**config.mk**
```make
export PLATFORM = sky130hd
export DESIGN_NAME = frame_read_ctrl_flat
export DESIGN_NICKNAME = d
export VERILOG_FILES = /design/src/rtl/frame_read_ctrl_if.sv /design/src/rtl/frame_read_ctrl.sv /design/src/flat_wrapper.sv
export SDC_FILE = /design/constraint.sdc
export NUM_CORES = 1
export LEC_CHECK = 0
export ABC_AREA = 1
export CORE_MARGIN = 2
export CORE_UTILIZATION = 30
export CTS_CLUSTER_SIZE = 30
export DETAILED_ROUTE_END_ITERATION = 7
export GPL_TIMING_DRIVEN = 0
export HOLD_SLACK_MARGIN = 0.03
export MAX_ROUTING_LAYER = met4
export PLACE_DENSITY_LB_ADDON = 0.25
export SETUP_SLACK_MARGIN = 0.02
export SLEW_MARGIN = 15
export SYNTH_ARGS = -nofsm -noshare
export SYNTH_HDL_FRONTEND = slang
export SYNTH_SLANG_ARGS = --single-unit
```
**constraint.sdc**
```tcl
create_clock -name clk -period 4.3 [get_ports clk]
set_input_delay 0.86 -clock clk [delete_from_list [all_inputs] [get_ports clk]]
set_output_delay 0.86 -clock clk [all_outputs]
set_load 0.02 [all_outputs]
```
**src/rtl/frame_read_ctrl_if.sv**
```systemverilog
// RAM read port and pixel stream bundle for frame_read_ctrl.
// master = controller side; slave = RAM + downstream side.
interface frame_read_ctrl_if #(
    parameter int ADDR_W = 19,
    parameter int DATA_W = 8,
    parameter int ROW_W  = 10,
    parameter int COL_W  = 7
);
    logic [ADDR_W-1:0] mem_addr;
    logic              mem_re;
    logic [DATA_W-1:0] mem_data;
    logic [DATA_W-1:0] pix_data;
    logic              pix_valid;
    logic              pix_ready;
    logic [ROW_W-1:0]  counter_row;
    logic [COL_W-1:0]  counter_col;

    modport master (
        output mem_addr,
        output mem_re,
        input  mem_data,
        output pix_data,
        output pix_valid,
        input  pix_ready,
        output counter_row,
        output counter_col
    );

    modport slave (
        input  mem_addr,
        input  mem_re,
        output mem_data,
        input  pix_data,
        input  pix_valid,
        output pix_ready,
        input  counter_row,
        input  counter_col
    );
endinterface

```
**src/rtl/frame_read_ctrl.sv**
```systemverilog
// Raster-order frame reader: issues RAM reads and streams tagged
// pixels through a 2-entry skid FIFO under valid/ready backpressure.
module frame_read_ctrl #(
    parameter int ADDR_W    = 19,
    parameter int DATA_W    = 8,
    parameter int ROW_W     = 10,
    parameter int COL_W     = 7,
    parameter int BASE_ADDR = 0
) (
    input  logic             clk,
    input  logic             rst,
    input  logic             start,
    input  logic [ROW_W-1:0] num_rows,
    input  logic [COL_W-1:0] num_cols,
    output logic             busy,
    output logic             finish,
    frame_read_ctrl_if.master bus
);

    typedef enum logic [1:0] {
        IDLE,
        ISSUE,
        DRAIN
    } state_t;

    state_t state;

    logic [ROW_W-1:0]  rows_q;
    logic [COL_W-1:0]  cols_q;
    logic [ROW_W-1:0]  rd_row;
    logic [COL_W-1:0]  rd_col;
    logic [ADDR_W-1:0] ptr;
    logic [ADDR_W-1:0] last_addr;

    logic              inflight;
    logic [ROW_W-1:0]  if_row;
    logic [COL_W-1:0]  if_col;

    logic [DATA_W-1:0] buf_data [2];
    logic [ROW_W-1:0]  buf_row  [2];
    logic [COL_W-1:0]  buf_col  [2];
    logic              rd_idx;
    logic              wr_idx;
    logic [1:0]        occ;

    logic              pop;
    logic              issue;
    logic              last_rd;
    logic              col_end;
    logic [2:0]        pending;

    always_comb begin
        pop     = (occ != 2'd0) && bus.pix_ready;
        pending = 3'(occ) + 3'(inflight) - 3'(pop);
        issue   = (state == ISSUE) && (pending < 3'd2);
        col_end = (rd_col == cols_q - COL_W'(1));
        last_rd = col_end && (rd_row == rows_q - ROW_W'(1));
    end

    // Address shows the pointer while reading, else the last read issued.
    assign bus.mem_re      = issue;
    assign bus.mem_addr    = issue ? ptr : last_addr;
    assign bus.pix_valid   = (occ != 2'd0);
    assign bus.pix_data    = buf_data[rd_idx];
    assign bus.counter_row = buf_row[rd_idx];
    assign bus.counter_col = buf_col[rd_idx];
    assign busy            = (state != IDLE);

    always_ff @(posedge clk) begin
        if (rst) begin
            state     <= IDLE;
            finish    <= 1'b0;
            rows_q    <= '0;
            cols_q    <= '0;
            rd_row    <= '0;
            rd_col    <= '0;
            ptr       <= '0;
            last_addr <= '0;
            inflight  <= 1'b0;
            if_row    <= '0;
            if_col    <= '0;
            rd_idx    <= 1'b0;
            wr_idx    <= 1'b0;
            occ       <= 2'd0;
            for (int i = 0; i < 2; i++) begin
                buf_data[i] <= '0;
                buf_row[i]  <= '0;
                buf_col[i]  <= '0;
            end
        end else begin
            finish   <= 1'b0;
            inflight <= issue;

            // RAM data arrives one cycle after its read; tag it with
            // the coordinates captured at issue time.
            if (inflight) begin
                buf_data[wr_idx] <= bus.mem_data;
                buf_row[wr_idx]  <= if_row;
                buf_col[wr_idx]  <= if_col;
                wr_idx           <= ~wr_idx;
            end
            if (pop) begin
                rd_idx <= ~rd_idx;
            end
            occ <= occ + 2'(inflight) - 2'(pop);

            unique case (state)
                IDLE: begin
                    if (start) begin
                        rows_q <= num_rows;
                        cols_q <= num_cols;
                        if (num_rows == '0 || num_cols == '0) begin
                            finish <= 1'b1;
                        end else begin
                            state  <= ISSUE;
                            rd_row <= '0;
                            rd_col <= '0;
                            ptr    <= ADDR_W'(BASE_ADDR);
                        end
                    end
                end
                ISSUE: begin
                    if (issue) begin
                        if_row    <= rd_row;
                        if_col    <= rd_col;
                        last_addr <= ptr;
                        ptr       <= ptr + ADDR_W'(1);
                        if (col_end) begin
                            rd_col <= '0;
                            rd_row <= rd_row + ROW_W'(1);
                        end else begin
                            rd_col <= rd_col + COL_W'(1);
                        end
                        if (last_rd) begin
                            state <= DRAIN;
                        end
                    end
                end
                DRAIN: begin
                    if (pop && occ == 2'd1 && !inflight) begin
                        state  <= IDLE;
                        finish <= 1'b1;
                    end
                end
                default: state <= IDLE;
            endcase
        end
    end

endmodule

```
**src/flat_wrapper.sv**
```systemverilog
// flat-port wrapper written by rule: the top's interface ports become plain ports
module frame_read_ctrl_flat 
#(
    parameter int ADDR_W    = 19,
    parameter int DATA_W    = 8,
    parameter int ROW_W     = 10,
    parameter int COL_W     = 7,
    parameter int BASE_ADDR = 0
)
  (clk, rst, start, num_rows, num_cols, busy, finish, bus_mem_addr, bus_mem_re, bus_mem_data, bus_pix_data, bus_pix_valid, bus_pix_ready, bus_counter_row, bus_counter_col);
  frame_read_ctrl_if #(.ADDR_W(ADDR_W), .DATA_W(DATA_W), .ROW_W(ROW_W), .COL_W(COL_W)) bus_i ();
  input  logic clk;
  input  logic rst;
  input  logic start;
  input  logic [ROW_W-1:0] num_rows;
  input  logic [COL_W-1:0] num_cols;
  output logic busy;
  output logic finish;
  output wire logic [$bits(bus_i.mem_addr)-1:0] bus_mem_addr;
  output wire logic [$bits(bus_i.mem_re)-1:0] bus_mem_re;
  input wire logic [$bits(bus_i.mem_data)-1:0] bus_mem_data;
  output wire logic [$bits(bus_i.pix_data)-1:0] bus_pix_data;
  output wire logic [$bits(bus_i.pix_valid)-1:0] bus_pix_valid;
  input wire logic [$bits(bus_i.pix_ready)-1:0] bus_pix_ready;
  output wire logic [$bits(bus_i.counter_row)-1:0] bus_counter_row;
  output wire logic [$bits(bus_i.counter_col)-1:0] bus_counter_col;
  assign bus_mem_addr = bus_i.mem_addr;
  assign bus_mem_re = bus_i.mem_re;
  assign bus_i.mem_data = bus_mem_data;
  assign bus_pix_data = bus_i.pix_data;
  assign bus_pix_valid = bus_i.pix_valid;
  assign bus_i.pix_ready = bus_pix_ready;
  assign bus_counter_row = bus_i.counter_row;
  assign bus_counter_col = bus_i.counter_col;
  frame_read_ctrl #(.ADDR_W(ADDR_W), .DATA_W(DATA_W), .ROW_W(ROW_W), .COL_W(COL_W), .BASE_ADDR(BASE_ADDR)) u_core (.clk(clk), .rst(rst), .start(start), .num_rows(num_rows), .num_cols(num_cols), .busy(busy), .finish(finish), .bus(bus_i));
endmodule
```
Word level (Yosys, flattened, before mapping)
Memories as Yosys holds them, arrays and structs flattened. A register that Yosys moved wholly into a read port is not among the register bits. Cells that the tools add are included. Widths: inputs -> output; s select.

Register bits after elaboration: 97. RAM bits: 50. Input bits: 29. Output and inout port bits: 48. Word-level logic and storage cells: 106. Memories: 3.

Add/sub/neg operators: 9. $lt $le $gt $ge: 1. Equality and inequality tests: 11. Mux-type cells: 45. Bitwise gates (word level): 2. Reductions and logical operators: 21.

Memories: u_core.buf_row (words 2, bits a word 10, read ports 1, clocked after memory_dff 1, write ports 2, line frame_read_ctrl.sv:40) `logic [ROW_W-1:0] buf_row [2];`; u_core.buf_data (words 2, bits a word 8, read ports 1, clocked after memory_dff 1, write ports 2, line frame_read_ctrl.sv:39) `logic [DATA_W-1:0] buf_data [2];`; u_core.buf_col (words 2, bits a word 7, read ports 1, clocked after memory_dff 1, write ports 2, line frame_read_ctrl.sv:41) `logic [COL_W-1:0] buf_col [2];`.

Operators by type and width (number): $mux 19 (4); $mux 10 (5); $pmux 19 s2 (1); $mux 7 (5); $mux 1 (20); $pmux 10 s2 (1); $add 19x1->19 const B (1); $pmux 7 s2 (1); $add 10x1->10 const B (1); $eq 10x10->1 (1); $logic_not 10->1 (1); $mux 2 (5); $reduce_and 5->1 (2); $reduce_or 10->1 (1); $sub 10x1->10 const B (1); $mux 8 (1); $ne 2x1->1 const B (4); $reduce_or 8->1 (1); $add 7x1->7 const B (1); $eq 7x7->1 (1); $logic_not 7->1 (1); $reduce_or 7->1 (1); $sub 7x1->7 const B (1); $pmux 2 s3 (1); 17 further kinds (27).

Logic depth before layout (Yosys ltp)
Word-level depth: 7. Depth in mapped cells: 18.

Worst setup path after synthesis
OpenSTA, ideal clock, no wires.

Path type: input -> output. From: in bus_pix_ready. To: out bus_mem_addr[0]. Data arrival time: 2885 ps. Setup slack: 555 ps. Cell stages on the path: 12. Buffers on the path: 2. Cell sequence: nand2_1 -> inv_1 -> ha_1 -> inv_1 -> ha_1 -> fa_1 -> xnor2_1 -> nor2_2 -> nand2_4 -> buf_2 -> clkbuf_1 -> a21oi_1.

Cells in the longest elaborated chain, start to end: 5.

RTL lines: start: declaration (line flat_wrapper.sv:24) `input wire logic [$bits(bus_i.pix_ready)-1:0] bus_pix_ready;`; $logic_and 1x1->1 (line frame_read_ctrl.sv:53) `pop = (occ != 2'd0) && bus.pix_ready;`; named net u_core.pop (line frame_read_ctrl.sv:46) `logic pop;`; $sub 3x1->3 (line frame_read_ctrl.sv:54) `pending = 3'(occ) + 3'(inflight) - 3'(pop);`; $lt 3x2->1 (line frame_read_ctrl.sv:55) `issue = (state == ISSUE) && (pending < 3'd2);`; $logic_and 1x1->1 (line frame_read_ctrl.sv:55); $mux 19 (line frame_read_ctrl.sv:62) `assign bus.mem_addr = issue ? ptr : last_addr;`; end: declaration (line flat_wrapper.sv:19) `output wire logic [$bits(bus_i.mem_addr)-1:0] bus_mem_addr;`.

The timed path passes the listed nets, and every way through them passes these cells.

Worst setup path in the final report
From: in bus_pix_ready. To: out bus_mem_addr[1].

Cells in the longest elaborated chain, start to end: 5.

RTL lines: $logic_and 1x1->1 (line frame_read_ctrl.sv:53); named net u_core.pop (line frame_read_ctrl.sv:46); $sub 3x1->3 (line frame_read_ctrl.sv:54); named net u_core.pending[1] (line frame_read_ctrl.sv:50) `logic [2:0] pending;`; $lt 3x2->1 (line frame_read_ctrl.sv:55); $logic_and 1x1->1 (line frame_read_ctrl.sv:55); $mux 19 (line frame_read_ctrl.sv:62).

The timed path passes the listed nets, and every way through them passes these cells.

==> impl_metrics.yaml <==
status:
  outcome: "complete, no violations"
finish:
  final_util_pct: 38.1
  antennaDiodeCount: 0
  area_growth_syn_to_layout_pct: 24.4
  drive_above_1_share_pct: 14.8
  nets: 1044
routing:
  vias: 6067
  drc: 0
  wl_mm: 18.3
  firstDrtPassIters: 4
  drtIter0Drc: 311
  wl_per_cell_um: 13.7
  ant_nets: 0
  avgViaCountPerCell: 4.53
clocking:
  cts-hold-fix-buffers: 0
  post-cts-setup-buffer-count: 0
  clk_latency_ns: 0.43
  cts_buffer_depth: 2
  cts_buffers: 17
  clk_pin_slew_ns: 0.07
  cts_tree: "done"
  htreeDepth: 4
  root_buffer: "clkbuf_16"
  clkSinkCount: 148
synthesis:
  synth.yosys.seq_area_share_pct: 47.8
  synth_area_um2: 7240
  synth_largest_area_cell: "dfxtp_1"
  synthDistinctLibCells: 40
  syn_avg_cell_area_um2: 7.94
  synth-edff-count: 50
  synth_seq_cells: 148
  ys.flop_type: "dfxtp_1"
  ys_warn_count: 0
  synth_nets: 949
  synth_area_leaders: "dfxtp_1 (27%), edfxtp_1 (21%), nor2_1 (7.8%)"
  synthTopCellsByCount: "nor2_1 (150), nand2_1 (139), inv_1 (119), dfxtp_1 (98), o21ai_0 (63)"
  synthArstFlopShare_pct: 0
  synth_top_area_share_pct: 27.1
  syn_inst: 912
  synth.most_common_cell: "nor2_1"
power_and_ir_drop:
  total_leakage_power_uw: 0.00370
  finalPower_uw: 6210
  ir_drop_uv: 392
  p_per_area_nw_per_um2: 690
floorplan:
  design.die.area_um2: 25400
  start_util_pct: 30.7
  rows: 56
  dieHeight_um: 159
  coreArea_um2: 23600
  die_w_um: 159
  io_pins: 77
setup_path:
  cp.buffers_inverters: 7
  critPathSlowestCell: "fa_2"
  crit_chain: "dlygate4sd2_1 > nand2_1 > inv_2 > ha_1 > inv_1 > ha_1 > fa_2 > nor2_4 > nand2_4 > inv_1 > buf_4 > or2_2 > o21ai_4 > inv_1 > buf_2"
  cp-end-kind: "primary output"
  critical_path_class: "primary input to primary output"
  start_kind: "primary input"
  worst_path_most_repeated_cell: "inv_1"
  cp.arrival_ns: 3.26
  path_delay_family: "adder cells"
  timing.critical_path.slowest_cell_delay_ns: 0.58
  cp_max_fo: 10
  cp.required_ns: 3.44
min_path:
  min_path_type: "register to register"
place:
  dp_slack_ns: -0.755
  port_buffers: 76
  dpl.hpwl_mm: 13.4
  place_congestion: 0.925
timing:
  slew_violations: 0
  setup_ws_ns: 0.175
  report.final.hold_viol_count: 0
  fin_crit_sh_pct: 95.9
  timing.fmax_mhz: 242
  finalClockSkew_ns: 0.0177
  setup_viol_count_final: 0
  worstMarginPinSlew_ns: 1.12
  rsz0062_at_grt: "no"
  slew_headroom_pct: 24.9
  holdWs_ns: 0.451
  min_period_ns: 4.12
global_route:
  grt_pass1_wl_mm: 29.7
  track_usage_pct: 15.2
  grt_pass1_vias: 5656
  antenna_found_initial: 0
  grt_max_degree: 26
  grt_overflow: 0
job:
  drv_cap: 0
metal layers:
metal / wire, µm / track usage, %
met3: 664 / 2.74
met4: 168 / 5.04
met2: 8690 / 24.7
met5: 0 / -
met1: 8800 / 19.2
power breakdown:
group | internal, µW | leakage [µW] | switching (µW)
Combinational | 1060 | 0.00210 | 1830
Sequential | 1680 | 0.00132 | 122
Clock | 874 | 0.000286 | 642
Total | 3620 | 0.00370 | 2590
cell families after synthesis:
group | after synthesis | synth area share (%)
buffers and inverters | 159 | 8.78
XOR/XNOR | 22 | 2.66
AND/OR/NAND/NOR | 417 | 25.8
adder cells (fa/ha/maj) | 8 | 1.49
flip-flops | 148 | 47.8
multiplexers | 25 | 3.89
AO/OA/AOI/OAI | 133 | 9.52
placed cells by master (no fill, tap or decap), types with 6 or more instances in the layout:
cell type	netlist	routed
clkbuf_16	0	17
clkdlybuf4s50_1	0	55
ha_1	7	7
dfxtp_1	98	98
xor2_1	18	18
nand2_1	139	138
or2_2	19	19
a21oi_1	60	59
inv_1	119	118
buf_2	5	21
nand3_1	50	50
nor2_1	150	150
mux2_2	25	25
clkbuf_1	24	21
edfxtp_1	50	50
o21ai_2	2	18
nor3_1	21	21
o21ai_0	63	45
nand4_1	17	17
buf_4	2	6
flip-flops by register name, summed over array words and instances (netlist names), 7 cells and up, named ones only:
signal,count
u_core.last_addr,19
u_core.buf_row,20
u_core.buf_data,16
u_core.ptr,19
u_core.if_col,7
u_core.rd_col,7
u_core.rows_q,10
u_core.buf_col,14
u_core.rd_row,10
u_core.cols_q,7
u_core.if_row,10
final timing paths:
kind / startpoint / end / slack (ns) / cells after the start
max reg2reg: u_core.occ[1] / u_core.ptr[2] / 1.41 / 16
max: bus_pix_ready / bus_mem_addr[1] / 0.18 / 15
min: u_core.rd_idx / u_core.rd_idx / 0.45 / 1
min reg2reg: u_core.rd_idx / u_core.rd_idx / 0.45 / 1
stage by stage:
step,TNS (ns),instance area [µm²],cells
after global routing,0,9000,1339
after detailed placement,-13.36,8400,1307
after global placement,-12.88,8400,1307
after floorplan,0,7240,912
after CTS,0,9040,1339
final,0,9000,1339
final cells by class:
| cell class | instances | area (µm²) |
|---|---|---|
| Clock buffer | 18 | 429 |
| Multi-Input combinational cell | 605 | 3230 |
| Sequential cell | 148 | 3460 |
| Fill cell | 2474 | 14600 |
| Clock inverter | 14 | 168 |
| Buffer | 38 | 196 |
| Inverter | 121 | 454 |
| Tap cell | 319 | 399 |
| Timing Repair Buffer | 76 | 663 |
timing repair:
action | CTS | global route
setup endpoints to repair | 20 | 19
pin swaps | 1 | 2
gates resized for setup | 81 | 47
No activity file was read; power rests on OpenSTA's default activity.
